--- src/rtl/clkdiv_monitor_pkg.sv ---
// Shared types and default parameters for the divided-clock monitor.
package clkdiv_monitor_pkg;

  typedef enum logic [1:0] {
    IDLE = 2'd0,
    SEEK = 2'd1,
    MEAS = 2'd2
  } state_e;

  localparam int DEF_CNT_W    = 8;
  localparam int DEF_LOCK_N   = 4;
  localparam int DEF_TOL      = 1;
  localparam int DEF_SYNC_STG = 2;

  // Unsigned distance taken as larger minus smaller so it never wraps.
  function automatic logic within_tol(input logic [31:0] a,
                                      input logic [31:0] b,
                                      input logic [31:0] tol);
    logic [31:0] diff;
    diff = (a > b) ? (a - b) : (b - a);
    return (diff <= tol);
  endfunction

endpackage

--- src/rtl/clkdiv_sync_edge.sv ---
// Input synchronizer for the signal under test, plus a history flop for
// rising-edge detection.
module clkdiv_sync_edge
  import clkdiv_monitor_pkg::*;
#(
  parameter int SYNC_STG = DEF_SYNC_STG
) (
  input  logic clk,
  input  logic rst_n,
  input  logic sig_i,
  output logic sync_o,
  output logic rise_o
);

  logic [SYNC_STG-1:0] sync_q;
  logic                hist_q;

  always_ff @(posedge clk or negedge rst_n) begin
    if (!rst_n) begin
      sync_q <= '0;
      hist_q <= 1'b0;
    end else begin
      sync_q <= (sync_q << 1) | SYNC_STG'(sig_i);
      hist_q <= sync_q[SYNC_STG-1];
    end
  end

  assign sync_o = sync_q[SYNC_STG-1];
  assign rise_o = sync_o & ~hist_q;

endmodule

--- src/rtl/clkdiv_monitor.sv ---
// Measures period and high time of a divided clock, compares them with the
// expected values and reports lock, per-period errors and a sticky timeout.
module clkdiv_monitor
  import clkdiv_monitor_pkg::*;
#(
  parameter int CNT_W    = DEF_CNT_W,
  parameter int LOCK_N   = DEF_LOCK_N,
  parameter int TOL      = DEF_TOL,
  parameter int SYNC_STG = DEF_SYNC_STG
) (
  input  logic             clk,
  input  logic             rst_n,
  input  logic             en,
  input  logic             sig_in,
  input  logic [CNT_W-1:0] exp_period,
  input  logic [CNT_W-1:0] exp_high,
  output logic [CNT_W-1:0] period,
  output logic [CNT_W-1:0] high_time,
  output logic             meas_valid,
  output logic             locked,
  output logic             err,
  output logic             timeout
);

  localparam int MC_W = $clog2(LOCK_N + 1);
  localparam logic [MC_W-1:0]  LOCK_C  = MC_W'(LOCK_N);
  localparam logic [CNT_W-1:0] CNT_TMO = {{(CNT_W-1){1'b1}}, 1'b0};

  state_e           state_q, state_d;
  logic [CNT_W-1:0] cnt_q, cnt_d, hcnt_q, hcnt_d;
  logic             hdone_q, hdone_d;
  logic [MC_W-1:0]  mc_q, mc_d;
  logic [CNT_W-1:0] period_q, period_d, high_q, high_d;
  logic             mv_q, mv_d, locked_q, locked_d, err_q, err_d, tmo_q, tmo_d;
  logic             sync, rise;
  logic [CNT_W-1:0] meas_period;
  logic             is_match;

  clkdiv_sync_edge #(.SYNC_STG(SYNC_STG)) u_sync_edge (
    .clk   (clk),
    .rst_n (rst_n),
    .sig_i (sig_in),
    .sync_o(sync),
    .rise_o(rise)
  );

  assign meas_period = cnt_q + 1'b1;
  assign is_match    = (meas_period == exp_period) && (exp_period >= CNT_W'(2)) &&
                       within_tol(32'(hcnt_q), 32'(exp_high), 32'(TOL));

  always_comb begin
    state_d  = state_q;
    cnt_d    = cnt_q;
    hcnt_d   = hcnt_q;
    hdone_d  = hdone_q;
    mc_d     = mc_q;
    locked_d = locked_q;
    period_d = period_q;
    high_d   = high_q;
    mv_d     = 1'b0;
    err_d    = 1'b0;
    tmo_d    = tmo_q;
    if (!en) begin
      state_d  = IDLE;
      cnt_d    = '0;
      hcnt_d   = '0;
      hdone_d  = 1'b0;
      mc_d     = '0;
      locked_d = 1'b0;
      tmo_d    = 1'b0;
    end else if (state_q == IDLE) begin
      state_d = SEEK;
    end else begin
      locked_d = (mc_q == LOCK_C);
      // A rise takes priority over a timeout landing in the same cycle.
      if (rise) begin
        state_d = MEAS;
        cnt_d   = '0;
        hcnt_d  = CNT_W'(1);
        hdone_d = 1'b0;
        if (state_q == MEAS) begin
          period_d = meas_period;
          high_d   = hcnt_q;
          mv_d     = 1'b1;
          if (is_match) begin
            if (mc_q != LOCK_C) mc_d = mc_q + 1'b1;
          end else begin
            mc_d     = '0;
            locked_d = 1'b0;
            err_d    = 1'b1;
          end
        end
      end else if (cnt_q == CNT_TMO) begin
        state_d  = SEEK;
        cnt_d    = '0;
        hcnt_d   = '0;
        hdone_d  = 1'b1;
        mc_d     = '0;
        locked_d = 1'b0;
        err_d    = 1'b1;
        tmo_d    = 1'b1;
      end else begin
        cnt_d = cnt_q + 1'b1;
        if (!sync)        hdone_d = 1'b1;
        else if (!hdone_q) hcnt_d = hcnt_q + 1'b1;
      end
    end
  end

  always_ff @(posedge clk or negedge rst_n) begin
    if (!rst_n) begin
      state_q  <= IDLE;
      cnt_q    <= '0;
      hcnt_q   <= '0;
      hdone_q  <= 1'b0;
      mc_q     <= '0;
      period_q <= '0;
      high_q   <= '0;
      mv_q     <= 1'b0;
      locked_q <= 1'b0;
      err_q    <= 1'b0;
      tmo_q    <= 1'b0;
    end else begin
      state_q  <= state_d;
      cnt_q    <= cnt_d;
      hcnt_q   <= hcnt_d;
      hdone_q  <= hdone_d;
      mc_q     <= mc_d;
      period_q <= period_d;
      high_q   <= high_d;
      mv_q     <= mv_d;
      locked_q <= locked_d;
      err_q    <= err_d;
      tmo_q    <= tmo_d;
    end
  end

  assign period     = period_q;
  assign high_time  = high_q;
  assign meas_valid = mv_q;
  assign locked     = locked_q;
  assign err        = err_q;
  assign timeout    = tmo_q;

endmodule

--- config.mk ---
export PLATFORM = sky130hd
export DESIGN_NAME = clkdiv_monitor
export DESIGN_NICKNAME = d
export VERILOG_FILES = /design/src/rtl/clkdiv_monitor_pkg.sv /design/src/rtl/clkdiv_sync_edge.sv /design/src/rtl/clkdiv_monitor.sv
export SDC_FILE = /design/constraint.sdc
export NUM_CORES = 1
export LEC_CHECK = 0
export CAP_MARGIN = 20
export CORE_MARGIN = 5
export CORE_UTILIZATION = 45
export DETAILED_ROUTE_END_ITERATION = 8
export HOLD_SLACK_MARGIN = 0.05
export MAX_ROUTING_LAYER = met4
export PLACE_DENSITY = 0.74
export SYNTH_ARGS = -nofsm -noshare
export SYNTH_HDL_FRONTEND = slang
export SYNTH_SLANG_ARGS = --single-unit
--- constraint.sdc ---
create_clock -name clk -period 2.69 [get_ports clk]
set_input_delay 0.538 -clock clk [delete_from_list [all_inputs] [get_ports clk]]
set_output_delay 0.538 -clock clk [all_outputs]
set_load 0.01 [all_outputs]
Word-level counts from Yosys, hierarchy flattened
Cells that the tools add are included.
{ "totals": {"word_cells": 95, "ff_bits": 45, "out_inout_bits": 20} }
{ "classes": {"mux": 47, "reduce_logical": 8, "order_cmp": 3, "bitwise": 4, "eq_ne": 15, "add_sub_neg": 5} }
{ "ops": {"columns": ["cell", "n"], "rows": [
  ["$mux W8", 10],
  ["$le A32 B1 Y1 const B", 1],
  ["$mux W32", 1],
  ["$mux W1", 25],
  ["$mux W3", 7],
  ["$sub A8 B8 Y9", 2],
  ["$add A8 B1 Y8 const B", 2],
  ["$eq A8 B8 Y1", 1],
  ["$eq A8 B8 Y1 const B", 1],
  ["$ge A8 B2 Y1 const B", 1],
  ["$gt A8 B8 Y1", 1],
  ["$mux W2", 4],
  ["$ne A4 B1 Y1 const B", 2],
  ["$reduce_and A4 Y1", 2],
  ["$reduce_and A3 Y1", 2],
  ["$ne A2 B2 Y1 const B", 2],
  ["$ne A4 B2 Y1 const B", 1],
  ["$ne A4 B3 Y1 const B", 1],
  ["$ne A4 B4 Y1 const B", 1],
  ["$add A3 B1 Y3 const B", 1],
  ["$eq A3 B3 Y1 const B", 1],
  ["$ne A3 B1 Y1 const B", 1],
  ["$ne A3 B2 Y1 const B", 1],
  ["$ne A3 B3 Y1 const B", 1],
  ["other kinds (8)", 10]
]} }

Depth between registers and ports, before layout
Gate-level depths: netlist (run 1).
{ "depth": {"word_depth": 9, "depth_mapped": 12, "ltp_nobuf": 12} }

Hierarchy
From an unflattened synthesis (run 1), not the netlist that was laid out.
{ "unflattened": {"cells_unflattened": 343, "area_unflattened_um2": 2967.8} }
{ "modules_own_cells": {"columns": ["module", "area_each_um2", "instances", "cells_each"], "rows": [
  ["clkdiv_monitor", 2879.0, 1, 339],
  ["clkdiv_sync_edge", 88.8, 1, 4]
]} }

Worst setup path before layout (run 1)
No wires, ideal clock.
{ "synth_path": {"kind": "input-to-reg", "startpoint": "input exp_high[0]", "endpoint": "register err_q, in the netlist err", "required_ns": 2.567, "n_path_buf": 0, "arrival_ns": 2.713, "setup_slack_ns": -0.145, "cell_stages": 12, "cell_sequence": "inv_1 ha_1 inv_1 fa_1 xor2_1 a211o_1 a2111oi_0 nand2_1 or4_4 a21oi_4 or3_1 a21oi_1"} }
{ "synth_between": {"elab_chain_len": 9, "word_cells_on_any_way": 11} }
{ "synth_lines": {"columns": ["item", "line", "source"], "rows": [
  ["start, declared", "clkdiv_monitor.sv:16", "input logic [CNT_W-1:0] exp_high,"],
  ["$sub A8 B8 Y9 / $gt A8 B8 Y1 (equally long branches)", "clkdiv_monitor_pkg.sv:20", "diff = (a > b) ? (a - b) : (b - a);"],
  ["$mux W32 *", "clkdiv_monitor_pkg.sv:20", null],
  ["$le A32 B1 Y1 *", "clkdiv_monitor_pkg.sv:21", "return (diff <= tol);"],
  ["$logic_and A1 B1 Y1 *", "clkdiv_monitor.sv:48", "assign is_match = (meas_period == exp_period) && (exp_period >= CNT_W'(2)) &&"],
  ["$mux W1 *", "clkdiv_monitor.sv:85", "if (is_match) begin"],
  ["$mux W1 *", "clkdiv_monitor.sv:81", "if (state_q == MEAS) begin"],
  ["$mux W1 *", "clkdiv_monitor.sv:76", "if (rise) begin"],
  ["$mux W1 *", "clkdiv_monitor.sv:71", "end else if (state_q == IDLE) begin"],
  ["$mux W1 *", "clkdiv_monitor.sv:63", "if (!en) begin"],
  ["via err_d", "clkdiv_monitor.sv:34", "logic mv_q, mv_d, locked_q, locked_d, err_q, err_d, tmo_q, tmo_d;"],
  ["end signal, assigned", "clkdiv_monitor.sv:133", "err_q <= err_d;"],
  ["end, declared", "clkdiv_monitor.sv:34", null]
]} }
Mark *: on every way through the listed nets, which the timed path passes. The rest lies on a longest branch.
A chain may end at the register's enable or synchronous reset.

Final worst setup path (run 1)
{ "layout_path": {"startpoint": "input exp_high[2]", "endpoint": "register locked_q, in the netlist locked"} }
{ "layout_between": {"elab_chain_len": 9, "word_cells_on_any_way": 11} }
{ "layout_lines": {"columns": ["item", "line", "source"], "rows": [
  ["$sub A8 B8 Y9 / $gt A8 B8 Y1 (equally long branches)", "clkdiv_monitor_pkg.sv:20", null],
  ["$mux W32 *", "clkdiv_monitor_pkg.sv:20", null],
  ["$le A32 B1 Y1 *", "clkdiv_monitor_pkg.sv:21", null],
  ["$logic_and A1 B1 Y1 *", "clkdiv_monitor.sv:48", null],
  ["$mux W1 *", "clkdiv_monitor.sv:85", null],
  ["$mux W1 *", "clkdiv_monitor.sv:81", null],
  ["$mux W1 *", "clkdiv_monitor.sv:76", null],
  ["$mux W1 *", "clkdiv_monitor.sv:71", null],
  ["$mux W1 *", "clkdiv_monitor.sv:63", null],
  ["end signal, assigned", "clkdiv_monitor.sv:132", "locked_q <= locked_d;"],
  ["end, declared", "clkdiv_monitor.sv:34", null]
]} }
Every way passes the cells marked *; elsewhere a longest branch is shown, timed or not. The select of a mux whose other input is x is not followed.

==> results of run 1 <==
power breakdown:
part / internal [mW] / total (mW) / switching (mW)
registers: 0.697 / 0.716 / 0.0195
clock network: 0.369 / 0.601 / 0.232
logic: 0.187 / 0.375 / 0.188
cells in the final DEF (no fill, tap or decap), drive strengths merged, types with 3 or more instances in the layout:
cell	count
nand4	8
nor2	28
dfrtp	45
xnor2	16
nand3	7
ha	21
a31oi	4
nand2	46
clkdlybuf4s50	30
nor3	6
xor2	5
o31ai	3
o21a	3
dlygate4sd2	6
o21ai	36
nand2b	6
buf	60
inv	30
mux2i	5
nor4	3
a21oi	17
clkbuf	5
and3	3
per-stage QoR:
step	power, mW	util, %
floorplan	0.896	-
global placement	1.05	58.9
detailed placement	1.05	58.9
CTS	1.70	65.0
global route	1.77	65.4
finish	1.69	65.4
worst max-delay path: stages:
cell,delay (ps)
dlygate4sd2_1,250
inv_2,60
ha_4,170
nor2_2,140
a211oi_2,100
o31a_1,320
o41a_1,410
or4_4,570
a21oi_4,220
or3_4,160
a32o_1,110
layer usage:
layer / up-vias / global-route usage, % / routed length (µm) / share of wire (%)
li1: 1378 / - / - / -
met1: 1389 / 26.2 / 3520 / 44
met2: 86 / 32.3 / 3890 / 49
met3: 17 / 2.62 / 395 / 5.0
met4: 0 / 6.19 / 167 / 2.1
met5: - / - / 0 / 0
state kept, by name, indices dropped and copies added, names as in the netlist, 2 cells and up:
| name | flops |
|---|---|
| u_sync_edge.sync_q | 2 |
| mc_q | 3 |
| state_q | 2 |
| high_time | 8 |
| period | 8 |
| hcnt_q | 8 |
| cnt_q | 8 |
timing repair:
action                                  in CTS  in global routing
resized for setup                           49                  2
setup buffers                               12                  1
pin swaps                                   19                  3
endpoints found under the setup margin       5                  5
synthesized netlist by cell type, drive strengths merged, types with 4 or more instances:
library cell	instances
nand2	46
dfrtp	45
o21ai	36
inv	30
nor2	28
ha	21
a21oi	17
xnor2	16
nand4	8
buf	7
clkbuf	7
nand3	7
nand2b	6
nor3	6
mux2i	5
xor2	5
a31oi	4
final cells by class:
| type | count | area, µm² |
|---|---|---|
| multi-input combinational | 257 | 1890 |
| fill | 520 | 2220 |
| timing repair buffer | 96 | 825 |
| clock inverter | 3 | 65.1 |
| inverter | 30 | 125 |
| sequential | 45 | 1130 |
| clock buffer | 5 | 68.8 |
| tap | 77 | 96.3 |
how the worst min path moves through the flow:
stage,startpoint,end,slack [ps]
6_report,rst_n,hcnt_q[6],230
5_1_grt,rst_n,cnt_q[5],270
4_1_cts,rst_n,hcnt_q[6],240
3_5_place_dp,u_sync_edge.sync_q[0],u_sync_edge.sync_q[1],340
3_3_place_gp,u_sync_edge.sync_q[0],u_sync_edge.sync_q[1],330
2_1_floorplan,rst_n,cnt_q[0],240
logic make-up (layout without fill, tap and decap cells):
logic type	after synthesis	in the layout	synth area share, %
AOI/OAI and AO/OA	88	88	18.9
xor gates and xnor gates	21	21	6.11
adders and majority gates	23	23	10.1
buffers and inverters	44	134	6.27
DFF	45	45	37.4
muxes	5	5	1.66
and+or+nand+nor	120	120	19.6
==> metrics, run 1 <==
Yosys top cell by area=dfrtp_1; CTS tree=done; RSZ-0062 raised after global routing=true; Starting Density=46.9%; critical path data required time=2930 ps; HP Class=input port to async pin; drt first pass iters=7; critical path peak fanout=4; clock skew=13.7 ps; Hold WS=225 ps; Total Routed Length=7980 µm; Routed WL per cell=15.6 µm; Clock Latency Late Sink=310 ps; syn_area_per_cell=8.70 µm²; post-route design area=4200 µm²; Vias=2870; fin nets=478; register area share after synthesis=37.4%; Initial DRC Count=165; Die Area=8430 µm²; CTS clk-pin slew, worst paths=90 ps; failing checks=negative setup slack; die height=91.8 µm; Yosys reg bits=45; Crit Reg-Reg Endpoint=locked; CP startpoint=exp_high[2]; asr flop ratio synth=100%; post-synth top area share=37.4%; synth top area cells=dfrtp_1 (37%), ha_1 (8.7%), o21ai_0 (5.8%); post-route antenna net violation count=0; root buf cell=clkbuf_8; Area after DPL=3780 µm²; Syn Inst Count=346; Placed Cells=492; Reg2Reg Depth=10; Setup crit end kind=flop; largest net degree at the start of global routing=33; Std-Cell Rows=29; FF-to-FF Start=hcnt_q[1]; crit share post-route=104%; Final Wtd Congestion=0.937; Ports=40; cts bufs inserted=5; Worst Tran Pin Value=588 ps; Leakage Power=1.82 nW; Final Setup Violations=5; total grt overflow=0; top achievable clock speed=357 MHz; initial antenna violation count=0; net count after synthesis=389; Worst IR Drop VDD=0.330 mV; share of cells above drive strength 1=25.7%; CTS Sinks=45; DRC=0; Post-Syn Area=3010 µm²; setup TNS=-435 ps; min cycle time layout=2800 ps; EDFF count, synth=0; buffers added on ports=39; CTS Buffer Depth=2; final cell count without fillers=513; Via density=5.59; global-route wire length before repair=13400 µm; status=complete, but fails checks; core outline area=6420 µm²; Worst EP arrival=3040 ps; All-Layer GR Usage=20.0%; PnR worst setup slack=-115 ps; Yosys warnings=0; critical path class=input port to flop; vias in the first global route=2786; Area Growth Syn to Fin=39.4%; ANT cells=0; pre-CTS WS=-887 ps; PwrDens=403 nW/µm²; Synth Flop Type=dfrtp_1; Cell variety after synth=60; H-tree Lvls=2; capture point of the critical path=locked; startpoint types=input port; final hold violation count=0; Max Cap Viol=0; FF-to-FF setup slack=-100 ps; hold buffers post-CTS=0; post-DP HPWL=6050 µm; Pins Over Slew Limit=0; relative slew slack=60.6%; die width=91.8 µm
Note: power is estimated with default switching activity, not from simulation.
==> run 2, diff against run 1 <==
Settings changed: CELL_PAD_IN_SITES_DETAIL_PLACEMENT from default to 1, CELL_PAD_IN_SITES_GLOBAL_PLACEMENT from default to 1, CORE_UTILIZATION 45 to 38, PLACE_DENSITY 0.74 to 0.81.
==> run 2 against run 1 <==
The run still ends with negative setup slack left. Clock skew shrank 6.7 ps. Die area grew 16%. Sequential share of layout area shrank 0.11 points. Register-to-register slack lost 20 ps. Fmax is essentially flat. Non-clock buffer count grew 2. Critical path type is now flop to flop. Critical endpoint unchanged. Highest routed layer unchanged.
==> metrics, run 2 (synthesized netlist as in run 1, its figures left out) <==
PnR worst setup slack=-116 ps (was -115 ps); Crit path largest cell delay=570 ps (about the same); Initial DRC Count=98 (was 165); ANT cells=0 (unchanged); clock skew=6.93 ps (was 13.7 ps); core outline area=7730 µm² (was 6420 µm²); CTS Sinks=45 (unchanged); cell family with most CP delay=compound AO/OA/AOI/OAI gates (unchanged); crit share post-route=104% (about the same); CP cell instances=buf_4, ha_4, nor2_4, a211oi_4, o31a_1, o41a_1, or4_4, a21oi_4, or3_4, a32o_1 (was dlygate4sd2_1, inv_2, ha_4, nor2_2, a211oi_2, o31a_1, o41a_1, or4_4, a21oi_4, or3_4, a32o_1); FF-to-FF setup slack=-120 ps (was -100 ps); Via density=5.27 (was 5.59); global-route wire length before repair=16100 µm (was 13400 µm); critical path's slowest cell=or4_4 (unchanged); WP buf/inv=1 (was 2); Final Wtd Congestion=0.911 (was 0.937); Final Setup Violations=5 (unchanged); hold buffers post-CTS=0 (unchanged); Reg2Reg Depth=10 (unchanged); drt first pass iters=4 (was 7); setup TNS=-508 ps (was -435 ps); cts bufs inserted=5 (unchanged); RSZ-0062 raised after global routing=true (unchanged); Die Area=9810 µm² (was 8430 µm²); failing checks=negative setup slack (unchanged); Crit Reg-Reg Endpoint=locked (unchanged); most frequent cells in the layout=buf_4 (58), nand2_1 (46), dfrtp_1 (44), o21ai_0 (34), clkdlybuf4s50_1 (30) (was buf_4 (54), nand2_1 (46), dfrtp_1 (45), o21ai_0 (34), clkdlybuf4s50_1 (30)); # fillers=899 (was 520); register area=1130 µm² (about the same); min cycle time layout=2810 ps (was 2800 ps); DRC=0 (unchanged); Worst IR Drop VDD=0.250 mV (was 0.330 mV); initial antenna violation count=0 (unchanged); Area Growth Syn to Fin=40.1% (was 39.4%); root buf cell=clkbuf_8 (unchanged); Starting Density=39.0% (was 46.9%); Setup crit end kind=flop (unchanged); PwrDens=392 nW/µm² (was 403 nW/µm²); vias in the first global route=3080 (was 2786); Total Routed Length=9740 µm (was 7980 µm); relative slew slack=57.2% (was 60.6%); critical path class=flop to flop (was input port to flop); die width=99.0 µm (was 91.8 µm); Vias=2847 (was 2870); Leakage Power=1.82 nW (about the same); Worst EP arrival=3050 ps (was 3040 ps); CTS Buffer Depth=2 (unchanged); most common cell after layout, fill and taps aside=buf_4 (unchanged); FF-to-FF Start=hcnt_q[1] (unchanged); CTS clk-pin slew, worst paths=90 ps (about the same); multi-input gate area in the final layout=1910 µm² (was 1890 µm²); fin nets=480 (was 478); Pins Over Slew Limit=0 (unchanged); final hold violation count=0 (unchanged); status=complete, but fails checks (unchanged); Routed WL per cell=18.0 µm (was 15.6 µm); Max Cap Viol=0 (unchanged); critical path peak fanout=4 (unchanged); share of cells above drive strength 1=26.0% (was 25.7%); post-DP HPWL=7160 µm (was 6050 µm); All-Layer GR Usage=21.2% (was 20.0%); HP Class=input port to async pin (unchanged); largest net degree at the start of global routing=33 (unchanged); H-tree Lvls=2 (unchanged); total grt overflow=0 (unchanged); Ports=40 (unchanged); top achievable clock speed=356 MHz (was 357 MHz); critical path data required time=2930 ps (about the same); die height=99.0 µm (was 91.8 µm); Worst Tran Pin Value=639 ps (was 588 ps); Hold WS=201 ps (was 225 ps); buffers added on ports=39 (unchanged); Std-Cell Rows=32 (was 29); startpoint types=flop (was input port); post-route antenna net violation count=0 (unchanged); CTS tree=done (unchanged); Clock Latency Late Sink=310 ps (about the same)
run 2: changes by cell type in the layout (fill, tap and decap cells not counted), sizes merged:
cell,previous run,this run
clkinv,1,0
buf,60,62
bufinv,2,1
clkbuf,5,7
run 2: area by class of cell:
class                           instances  area share [%]
Timing Repair Buffer                   98            19.3
Inverter                               30            3.02
Clock inverter                          1           0.712
Sequential cell                        45            26.7
Multi-Input combinational cell        257            45.2
Tap cell                              102            3.02
Clock buffer                            7            2.05
run 2: per-layer routing:
| metal | vias up | GRT usage (%) | share of wire (%) |
|---|---|---|---|
| met5 | - | - | 0 |
| met4 | 0 | 4.83 | 1.4 |
| met3 | 9 | 3.61 | 2.8 |
| met2 | 44 | 36.6 | 51 |
| met1 | 1417 | 25.9 | 45 |
| li1 | 1377 | - | - |
run 2: worst max-delay path by stage:
stage / slack (ps) / cells after the start / to / from
after floorplan: -70 / 12 / locked / exp_high[0]
after global placement: -830 / 13 / mc_q[1] / exp_high[0]
after detailed placement: -930 / 11 / err / exp_high[0]
after CTS: -90 / 11 / mc_q[1] / hcnt_q[0]
after global routing: -220 / 12 / mc_q[1] / hcnt_q[0]
final: -120 / 10 / locked / hcnt_q[1]
run 2: timing repair:
action / 4_1_cts / 5_1_grt
resized for setup: 53 / 1
gates cloned: 0 / 0
setup endpoints to repair: 5 / 5
pin swaps: 18 / 6
buffers inserted: 11 / 2
run 2: power breakdown:
group | internal [mW] | switching [mW]
Combinational | 0.187 | 0.206
Clock | 0.303 | 0.242
Sequential | 0.697 | 0.0179
Total | 1.19 | 0.466
run 2: metrics by stage:
step | util, % | power, mW | setup slack, ps | std cells | area [µm²]
global route | 54.6 | 1.73 | -223 | 540 | 4220
detailed placement | 49.5 | 1.07 | -926 | 519 | 3830
finish | 54.6 | 1.65 | -116 | 540 | 4220
floorplan | - | 0.896 | -69.0 | 346 | 3050
CTS | 54.3 | 1.65 | -88.8 | 538 | 4190
global placement | 49.5 | 1.06 | -829 | 519 | 3830
